**src/rtl/kb_scan_decoder.sv**
```systemverilog
// kb_scan_decoder: PS/2 Set-2 scan codes to ASCII with Shift tracking and a FWFT output FIFO.
// Define KB_TYPEMATIC_FILTER_EN to suppress typematic repeats of the last make code.
module kb_scan_decoder #(
    parameter int FIFO_DEPTH = 8,
    parameter int AW         = 3
) (
    input  logic       clk,
    input  logic       rst_n,
    input  logic [7:0] scan_code,
    input  logic       scan_valid,
    output logic [7:0] key_ascii,
    output logic       key_valid,
    input  logic       key_ready,
    output logic       shift_on,
    output logic       overflow,
    input  logic       ovf_clr
);
    typedef enum logic [1:0] {IDLE, BRK, EXT, EXT_BRK} state_t;
    state_t state, state_nx;
    logic shift_nx, make_ev, brk_ev, is_shift, mapped, suppress, push, pop, full, accept, drop;
    logic [7:0] letter, ascii;
    logic [8:0] other;
    logic [7:0] mem [FIFO_DEPTH];
    logic [AW-1:0] wr_ptr, rd_ptr;
    logic [AW:0] count;
    assign is_shift = scan_code == 8'h12 || scan_code == 8'h59;
    always_comb begin
        letter = 8'h00;
        other  = 9'h000;
        case (scan_code)
            8'h1C: letter = "a";
            8'h32: letter = "b";
            8'h21: letter = "c";
            8'h23: letter = "d";
            8'h24: letter = "e";
            8'h2B: letter = "f";
            8'h34: letter = "g";
            8'h33: letter = "h";
            8'h43: letter = "i";
            8'h3B: letter = "j";
            8'h42: letter = "k";
            8'h4B: letter = "l";
            8'h3A: letter = "m";
            8'h31: letter = "n";
            8'h44: letter = "o";
            8'h4D: letter = "p";
            8'h15: letter = "q";
            8'h2D: letter = "r";
            8'h1B: letter = "s";
            8'h2C: letter = "t";
            8'h3C: letter = "u";
            8'h2A: letter = "v";
            8'h1D: letter = "w";
            8'h22: letter = "x";
            8'h35: letter = "y";
            8'h1A: letter = "z";
            8'h45: other = {1'b1, 8'h30};
            8'h16: other = {1'b1, 8'h31};
            8'h1E: other = {1'b1, 8'h32};
            8'h26: other = {1'b1, 8'h33};
            8'h25: other = {1'b1, 8'h34};
            8'h2E: other = {1'b1, 8'h35};
            8'h36: other = {1'b1, 8'h36};
            8'h3D: other = {1'b1, 8'h37};
            8'h3E: other = {1'b1, 8'h38};
            8'h46: other = {1'b1, 8'h39};
            8'h29: other = {1'b1, 8'h20};
            8'h5A: other = {1'b1, 8'h0D};
            8'h66: other = {1'b1, 8'h08};
            default: other = 9'h000;
        endcase
    end
    assign mapped = letter != 8'h00 || other[8];
    assign ascii  = letter != 8'h00 ? (shift_on ? letter - 8'h20 : letter) : other[7:0];
    always_comb begin
        state_nx = state;
        shift_nx = shift_on;
        make_ev  = 1'b0;
        brk_ev   = 1'b0;
        if (scan_valid) begin
            case (state)
                IDLE: begin
                    if (scan_code == 8'hF0) state_nx = BRK;
                    else if (scan_code == 8'hE0) state_nx = EXT;
                    else if (is_shift) shift_nx = 1'b1;
                    else make_ev = 1'b1;
                end
                BRK: begin
                    shift_nx = is_shift ? 1'b0 : shift_on;
                    brk_ev   = 1'b1;
                    state_nx = IDLE;
                end
                EXT:     state_nx = scan_code == 8'hF0 ? EXT_BRK : IDLE;
                default: state_nx = IDLE;
            endcase
        end
    end
    always_ff @(posedge clk or negedge rst_n) begin
        if (!rst_n) begin
            state    <= IDLE;
            shift_on <= 1'b0;
        end else begin
            state    <= state_nx;
            shift_on <= shift_nx;
        end
    end
`ifdef KB_TYPEMATIC_FILTER_EN
    logic [7:0] last_make;
    logic       last_v;
    assign suppress = last_v && last_make == scan_code;
    // Any non-shift make arms the filter; releasing that same key disarms it.
    always_ff @(posedge clk or negedge rst_n) begin
        if (!rst_n) begin
            last_make <= 8'h00;
            last_v    <= 1'b0;
        end else if (make_ev) begin
            last_make <= scan_code;
            last_v    <= 1'b1;
        end else if (brk_ev && scan_code == last_make) begin
            last_v <= 1'b0;
        end
    end
`else
    assign suppress = 1'b0;
`endif
    assign push      = make_ev && mapped && !suppress;
    assign key_valid = count != '0;
    assign key_ascii = key_valid ? mem[rd_ptr] : 8'h00;
    assign pop       = key_valid && key_ready;
    assign full      = count == (AW+1)'(FIFO_DEPTH);
    assign accept    = push && (!full || pop);
    assign drop      = push && full && !pop;
    always_ff @(posedge clk) begin
        if (accept) mem[wr_ptr] <= ascii;
    end
    always_ff @(posedge clk or negedge rst_n) begin
        if (!rst_n) begin
            wr_ptr   <= '0;
            rd_ptr   <= '0;
            count    <= '0;
            overflow <= 1'b0;
        end else begin
            wr_ptr   <= accept ? wr_ptr + 1'b1 : wr_ptr;
            rd_ptr   <= pop ? rd_ptr + 1'b1 : rd_ptr;
            count    <= count + (AW+1)'(accept) - (AW+1)'(pop);
            overflow <= drop ? 1'b1 : ovf_clr ? 1'b0 : overflow;
        end
    end
endmodule

```
**config.mk**
```make
export PLATFORM = sky130hd
export DESIGN_NAME = kb_scan_decoder
export DESIGN_NICKNAME = d
export VERILOG_FILES = /design/src/rtl/kb_scan_decoder.sv
export SDC_FILE = /design/constraint.sdc
export NUM_CORES = 1
export LEC_CHECK = 0
export BUFFER_PORTS_ARGS = -buffer_cell sky130_fd_sc_hd__buf_2
export CAP_MARGIN = 20
export CELL_PAD_IN_SITES_DETAIL_PLACEMENT = 1
export CELL_PAD_IN_SITES_GLOBAL_PLACEMENT = 1
export CORE_UTILIZATION = 45
export DETAILED_ROUTE_END_ITERATION = 8
export PLACE_DENSITY = 0.77
export SLEW_MARGIN = 15
export SYNTH_ARGS = -nofsm -noshare
export SYNTH_HDL_FRONTEND = slang
export SYNTH_SLANG_ARGS = --single-unit
```
**constraint.sdc**
```tcl
create_clock -name clk -period 2.6 [get_ports clk]
set_input_delay 0.26 -clock clk [delete_from_list [all_inputs] [get_ports clk]]
set_output_delay 0.26 -clock clk [all_outputs]
set_load 0.02 [all_outputs]
```
==> results_dict.tcl, run 1 <==
set metrics [dict create \
    grt_pass1_wl_mm 16.5 \
    status "finished, violations left" \
    antenna_found_initial 0 \
    cts_tree "built" \
    cp_max_fo 9 \
    rows 34 \
    antenna_left 0 \
    cts_root_buf "clkbuf_8" \
    async_reset_ff_frac 0.179 \
    hold_path_depth 2 \
    drc 5 \
    wl_mm 9.88 \
    dr.first_iter.drc_count 157 \
    cp-end-kind "register" \
    worst_slew_pin_slew_ns 0.750 \
    finalSetupViolations 0 \
    core-area_mm2 0.00885 \
    cp-start-kind "input port" \
    io_buffers 23 \
    cp_data_arrival_time_ns 2.41 \
    violations "design-rule violations" \
    use_met2 0.412 \
    syn_inst 324 \
    vdd_drop_max_mv 0.353 \
    placed_area_mm2 0.00474 \
    clk_pin_slew_ns 0.10 \
    timing.rr.end "count[2]" \
    synth_edf_count 64 \
    cts_buffer_depth 2 \
    grtUsageMet3 0.0286 \
    critPathKind "in2reg" \
    nFillCells 937 \
    synth_fp_nets 348 \
    insertion_delay_ns 0.35 \
    reg2reg_setup_slack_ns 0.26 \
    max-cap-violations 0 \
    max_freq_ghz 0.426 \
    fin_skew_ns 0.0212 \
    hold_viol 0 \
    numCtsBuffers 9 \
    globalplace.congestion 0.904 \
    io_pins 24 \
    synth.distinct_cells 57 \
    fin_area_mm2 0.00502 \
    track_usage 0.226 \
    power_density_mw_per_mm2 837 \
    fin_crit_sh 0.904 \
    area_growth_pct 20.2 \
    maxSlewViolCount 0 \
    dpl.cell_count 485 \
    busiest_layer "met2" \
    die_x_um 98.3 \
    drtPass1Iterations 7 \
    die_area_mm2 0.00966 \
    avgSynthCellArea_um2 12.9 \
    vias 2912 \
    grt_pass1_vias 3166 \
    diodes 0 \
    start_util 0.471 \
    post_drt_via_cell_ratio 5.80 \
    grt_max_degree 19 \
    final_cell_mix "edfxtp_1, buf_4, nor2_1, buf_2, nand2_1" \
    slew_headroom 0.500 \
    overflow 0 \
    min_from "ovf_clr" \
    rsz0062_at_grt "false" \
    clock-sinks 78 \
    seq_area_frac_synth 0.545 \
    final_layout_size_suffix_gt1_frac 0.315 \
    leakagePower_nw 1.93 \
    period_needed_ns 2.35 \
    hp-class "in2reg" \
    synth-seq-cells 78 \
    r2r_cells 11 \
    drt-wirelength-per-cell_um 19.7 \
    required_ns 2.66 \
    final_cells 502 \
    grtUsageMet1 0.268 \
    nets 413 \
    whs_endpoint "overflow" \
    finalSetupTns_ns 0 \
    htree_num_levels 3 \
    synth_warnings 0 \
    hpwlAfterDp_mm 7.54 \
    die_h_um 98.3 \
    layout_commonest_cell "edfxtp_1" \
    synthFlopType "edfxtp_1" \
    r2r_start "count[1]" \
    syn_area_mm2 0.00417 \
]
critical path, cell delays in order:
cell and delay (ns):
buf_2 0.16, and2b_1 0.27, mux2i_1 0.16, o31ai_1 0.09, buf_4 0.14, nor3_1 0.41, and2_1 0.24, ha_1 0.15
inv_1 0.05, o211ai_1 0.49
synthesized netlist by cell type, types with 3 or more instances:
library cell / instances / area, µm²
and2_1: 4 / 25.0
mux4_2: 16 / 360
nor2_1: 23 / 86.3
o211ai_1: 3 / 22.5
mux2i_1: 10 / 100
inv_1: 15 / 56.3
nand2_1: 18 / 67.6
a21oi_1: 5 / 25.0
nor4b_1: 4 / 35.0
xor2_1: 5 / 43.8
o21ai_0: 6 / 30.0
nand4_1: 8 / 50.1
nand2b_1: 8 / 50.1
buf_2: 10 / 50.1
xnor2_1: 5 / 43.8
nor4b_2: 3 / 45.0
nand3b_1: 4 / 30.0
clkbuf_1: 7 / 26.3
ha_1: 10 / 125
o31ai_1: 3 / 22.5
nor3_1: 7 / 35.0
nor3b_1: 3 / 22.5
nor2b_1: 7 / 43.8
a31oi_1: 5 / 31.3
nor4_1: 4 / 25.0
edfxtp_1: 64 / 1920
dfrtp_1: 14 / 350
o22ai_1: 4 / 25.0
nand3_1: 13 / 65.1
buf_1: 4 / 15.0
logic make-up after synthesis:
logic type / count (synthesis) / share of synthesized area
flops: 78 / 0.545
compound gates: 36 / 0.0597
simple gates: 121 / 0.180
buf+inv: 39 / 0.0408
mux: 29 / 0.119
xor+xnor: 10 / 0.0210
fa+ha+maj: 11 / 0.0348
registers in the layout, summed over array words and instances, names as in the netlist:
register  cells
overflow      1
mem          64
rd_ptr        3
shift_on      1
count         4
state         2
wr_ptr        3
worst max-delay path by stage:
stage	cells after the start	to	start	slack (ns)
6_report	10	mem[4][5]	scan_code[5]	0.25
5_1_grt	10	mem[1][5]	scan_code[5]	0.04
4_1_cts	9	mem[1][5]	scan_code[4]	0.23
3_5_place_dp	10	mem[6][0]	scan_code[0]	-0.08
3_3_place_gp	10	mem[6][0]	scan_code[0]	0.005
2_1_floorplan	9	mem[0][0]	scan_code[7]	-0.29
report_power, final:
group | internal [mW] | switching [mW]
sequential | 1.46 | 0.190
clock | 0.741 | 0.462
combinational | 0.647 | 0.693
total | 2.85 | 1.35
layer usage:
layer  wire, µm  part of all wire
met1       4080              0.41
met5          0                 0
met2       5250              0.53
met3        333             0.034
met4        218             0.022
final cells by class:
| type | count | area, µm² | share of cell area |
|---|---|---|---|
| flip-flops and latches | 78 | 2270 | 0.453 |
| multi-input cells | 207 | 1740 | 0.347 |
| repair buffers | 77 | 536 | 0.107 |
| clock inverters | 7 | 145 | 0.0289 |
| well taps | 108 | 135 | 0.0269 |
| clock buffers | 9 | 124 | 0.0247 |
| inverters | 16 | 62.6 | 0.0125 |
repair_timing:
item	in CTS	in global routing
hold buffers	1	0
gates resized for setup	0	0
hold endpoints to repair	14	0
setup buffers	0	0
per-stage QoR:
stage / worst slack (ns) / hold WS [ns] / power, mW / util
4_1_cts: 0.230 / 0.0910 / 4.25 / 0.567
6_report: 0.250 / 0.0978 / 4.20 / 0.567
5_1_grt: 0.0426 / 0.121 / 4.40 / 0.567
2_1_floorplan: -0.291 / -0.0356 / 2.62 / -
3_3_place_gp: 0.00512 / 0.171 / 2.94 / 0.535
3_5_place_dp: -0.0815 / 0.181 / 3.05 / 0.535
No activity file was read; power rests on OpenSTA's default activity.
==> run 2, diff against run 1 <==
--- a/config.mk
+++ b/config.mk
@@ -9,9 +9,10 @@
 export CAP_MARGIN = 20
 export CELL_PAD_IN_SITES_DETAIL_PLACEMENT = 1
 export CELL_PAD_IN_SITES_GLOBAL_PLACEMENT = 1
-export CORE_UTILIZATION = 45
+export CORE_MARGIN = 3
+export CORE_UTILIZATION = 40
 export DETAILED_ROUTE_END_ITERATION = 8
-export PLACE_DENSITY = 0.77
+export PLACE_DENSITY = 0.7
 export SLEW_MARGIN = 15
 export SYNTH_ARGS = -nofsm -noshare
 export SYNTH_HDL_FRONTEND = slang
==> results_dict.tcl, run 2 (synthesized netlist as in run 1, its figures left out) <==
set metrics [dict create \
    top_layer "met4" \
    cp_max_fo 13 \
    dp_slack_ns -0.0977 \
    worst_slew_pin_slew_ns 0.779 \
    status "finished clean" \
    max_freq_ghz 0.427 \
    dr.first_iter.drc_count 146 \
    critPathMostFrequentCell "and2_1" \
    antenna_left 0 \
    leakagePower_nw 1.91 \
    max-cap-violations 0 \
    start_util 0.419 \
    track_usage 0.191 \
    grt_pass1_vias 3072 \
    die_x_um 108 \
    drt-wirelength-per-cell_um 19.4 \
    die_h_um 108 \
    area_growth_pct 20.0 \
    post-cts-setup-buffers 0 \
    io_pins 24 \
    critPathSlowestCell "nor2b_1" \
    cp-end-kind "register" \
    hpwlAfterDp_mm 7.53 \
    drtPass1Iterations 4 \
    cp-start-kind "input port" \
    layout_commonest_cell "edfxtp_1" \
    reg.largest.list "mem: 64 flops, count: 4 flops" \
    antenna_found_initial 0 \
    post_drt_via_cell_ratio 5.49 \
    drc 0 \
    top_register "mem" \
    insertion_delay_ns 0.35 \
    largest_reg_flops 64 \
    vdd_drop_max_mv 0.338 \
    slew_headroom 0.480 \
    cts_buffer_depth 2 \
    cp_data_arrival_time_ns 2.39 \
    grt_max_degree 19 \
    crit_path_cell_trace "buf_2 > nor2b_1 > and2_1 > o211ai_1 > and2_1 > nand4_2 > nand3_4 > buf_12 > nor4b_2 > buf_4" \
    diodes 0 \
    critPathTopFamily "simple AND/OR/NAND/NOR gates" \
    nets 411 \
    grt_pass1_wl_mm 16.8 \
    period_needed_ns 2.34 \
    io_buffers 23 \
    layout_setup_ws_ns 0.259 \
    overflow 0 \
    rsz0062_at_grt "false" \
    globalplace.congestion 0.939 \
    whs_ns 0.129 \
    final_layout_size_suffix_gt1_frac 0.311 \
    required_ns 2.65 \
    finalSetupViolations 0 \
    die_area_mm2 0.0117 \
    cts_resized 0 \
    nFillCells 1053 \
    clock-sinks 78 \
    core-area_mm2 0.00995 \
    wl_mm 10.2 \
    cts_tree "built" \
    drt-met1-wl_mm 4.40 \
    cp.buffers_inverters 3 \
    critPathKind "in2reg" \
    fin_crit_sh 0.900 \
    power_density_mw_per_mm2 813 \
    cts_root_buf "clkbuf_8" \
    hp-class "in2reg" \
    cts_hold_buf 1 \
    final_cell_mix "edfxtp_1, buf_4, nor2_1, buf_2, nand2_1" \
    fin_skew_ns 0.0121 \
    numCtsBuffers 9 \
    critPathMaxStageDelay_ns 0.42 \
    dr_wl_met2_mm 5.28 \
    htree_num_levels 3 \
    hold_viol 0 \
    rows 36 \
    maxSlewViolCount 0 \
    vias 2880 \
    dr_wl_met3_um 376 \
    clk_pin_slew_ns 0.09 \
]
-- run 2: metal layers --
metal,GRT usage,vias up
li1,-,1359
met1,0.241,1451
met2,0.337,60
met4,0.0685,0
met5,0,-
met3,0.0239,10
-- run 2: stage by stage --
stage	setup TNS, ns	utilization	total power, mW	std cells	instance area (µm²)
final	0	0.503	4.07	525	5010
after floorplan	-7.55	-	2.62	324	4180
after detailed placement	-3.39	0.478	3.03	508	4750
after global placement	-2.58	0.478	2.97	508	4750
after CTS	0	0.503	4.14	525	5010
after global routing	0	0.503	4.33	525	5010
-- run 2: area by class of cell --
class | count | area [µm²] | share of cell area
Sequential cell | 78 | 2270 | 0.454
Multi-Input combinational cell | 207 | 1740 | 0.348
Timing Repair Buffer | 75 | 520 | 0.104
Tap cell | 133 | 166 | 0.0332
Clock buffer | 9 | 124 | 0.0247
Clock inverter | 7 | 120 | 0.0240
Inverter | 16 | 62.6 | 0.0125
-- run 2: final timing paths --
kind | from | endpoint | slack, ns | cells past startpoint
hold / removal | ovf_clr | overflow | 0.13 | 2
setup / recovery | scan_code[3] | mem[6][0] | 0.26 | 10
max in group asynchronous | rst_n | wr_ptr[2] | 1.99 | 2
hold reg to reg | state[1] | state[1] | 0.54 | 2
min in group asynchronous | rst_n | count[3] | 0.36 | 2
setup reg to reg | count[2] | count[2] | 0.32 | 12
-- run 2: where the power goes --
group	switching, mW	total (mW)	leakage [nW]	internal, mW
Combinational	0.673	1.31	1.03	0.641
Sequential	0.191	1.66	0.760	1.46
Clock	0.456	1.10	0.126	0.644
Total	1.32	4.07	1.91	2.75
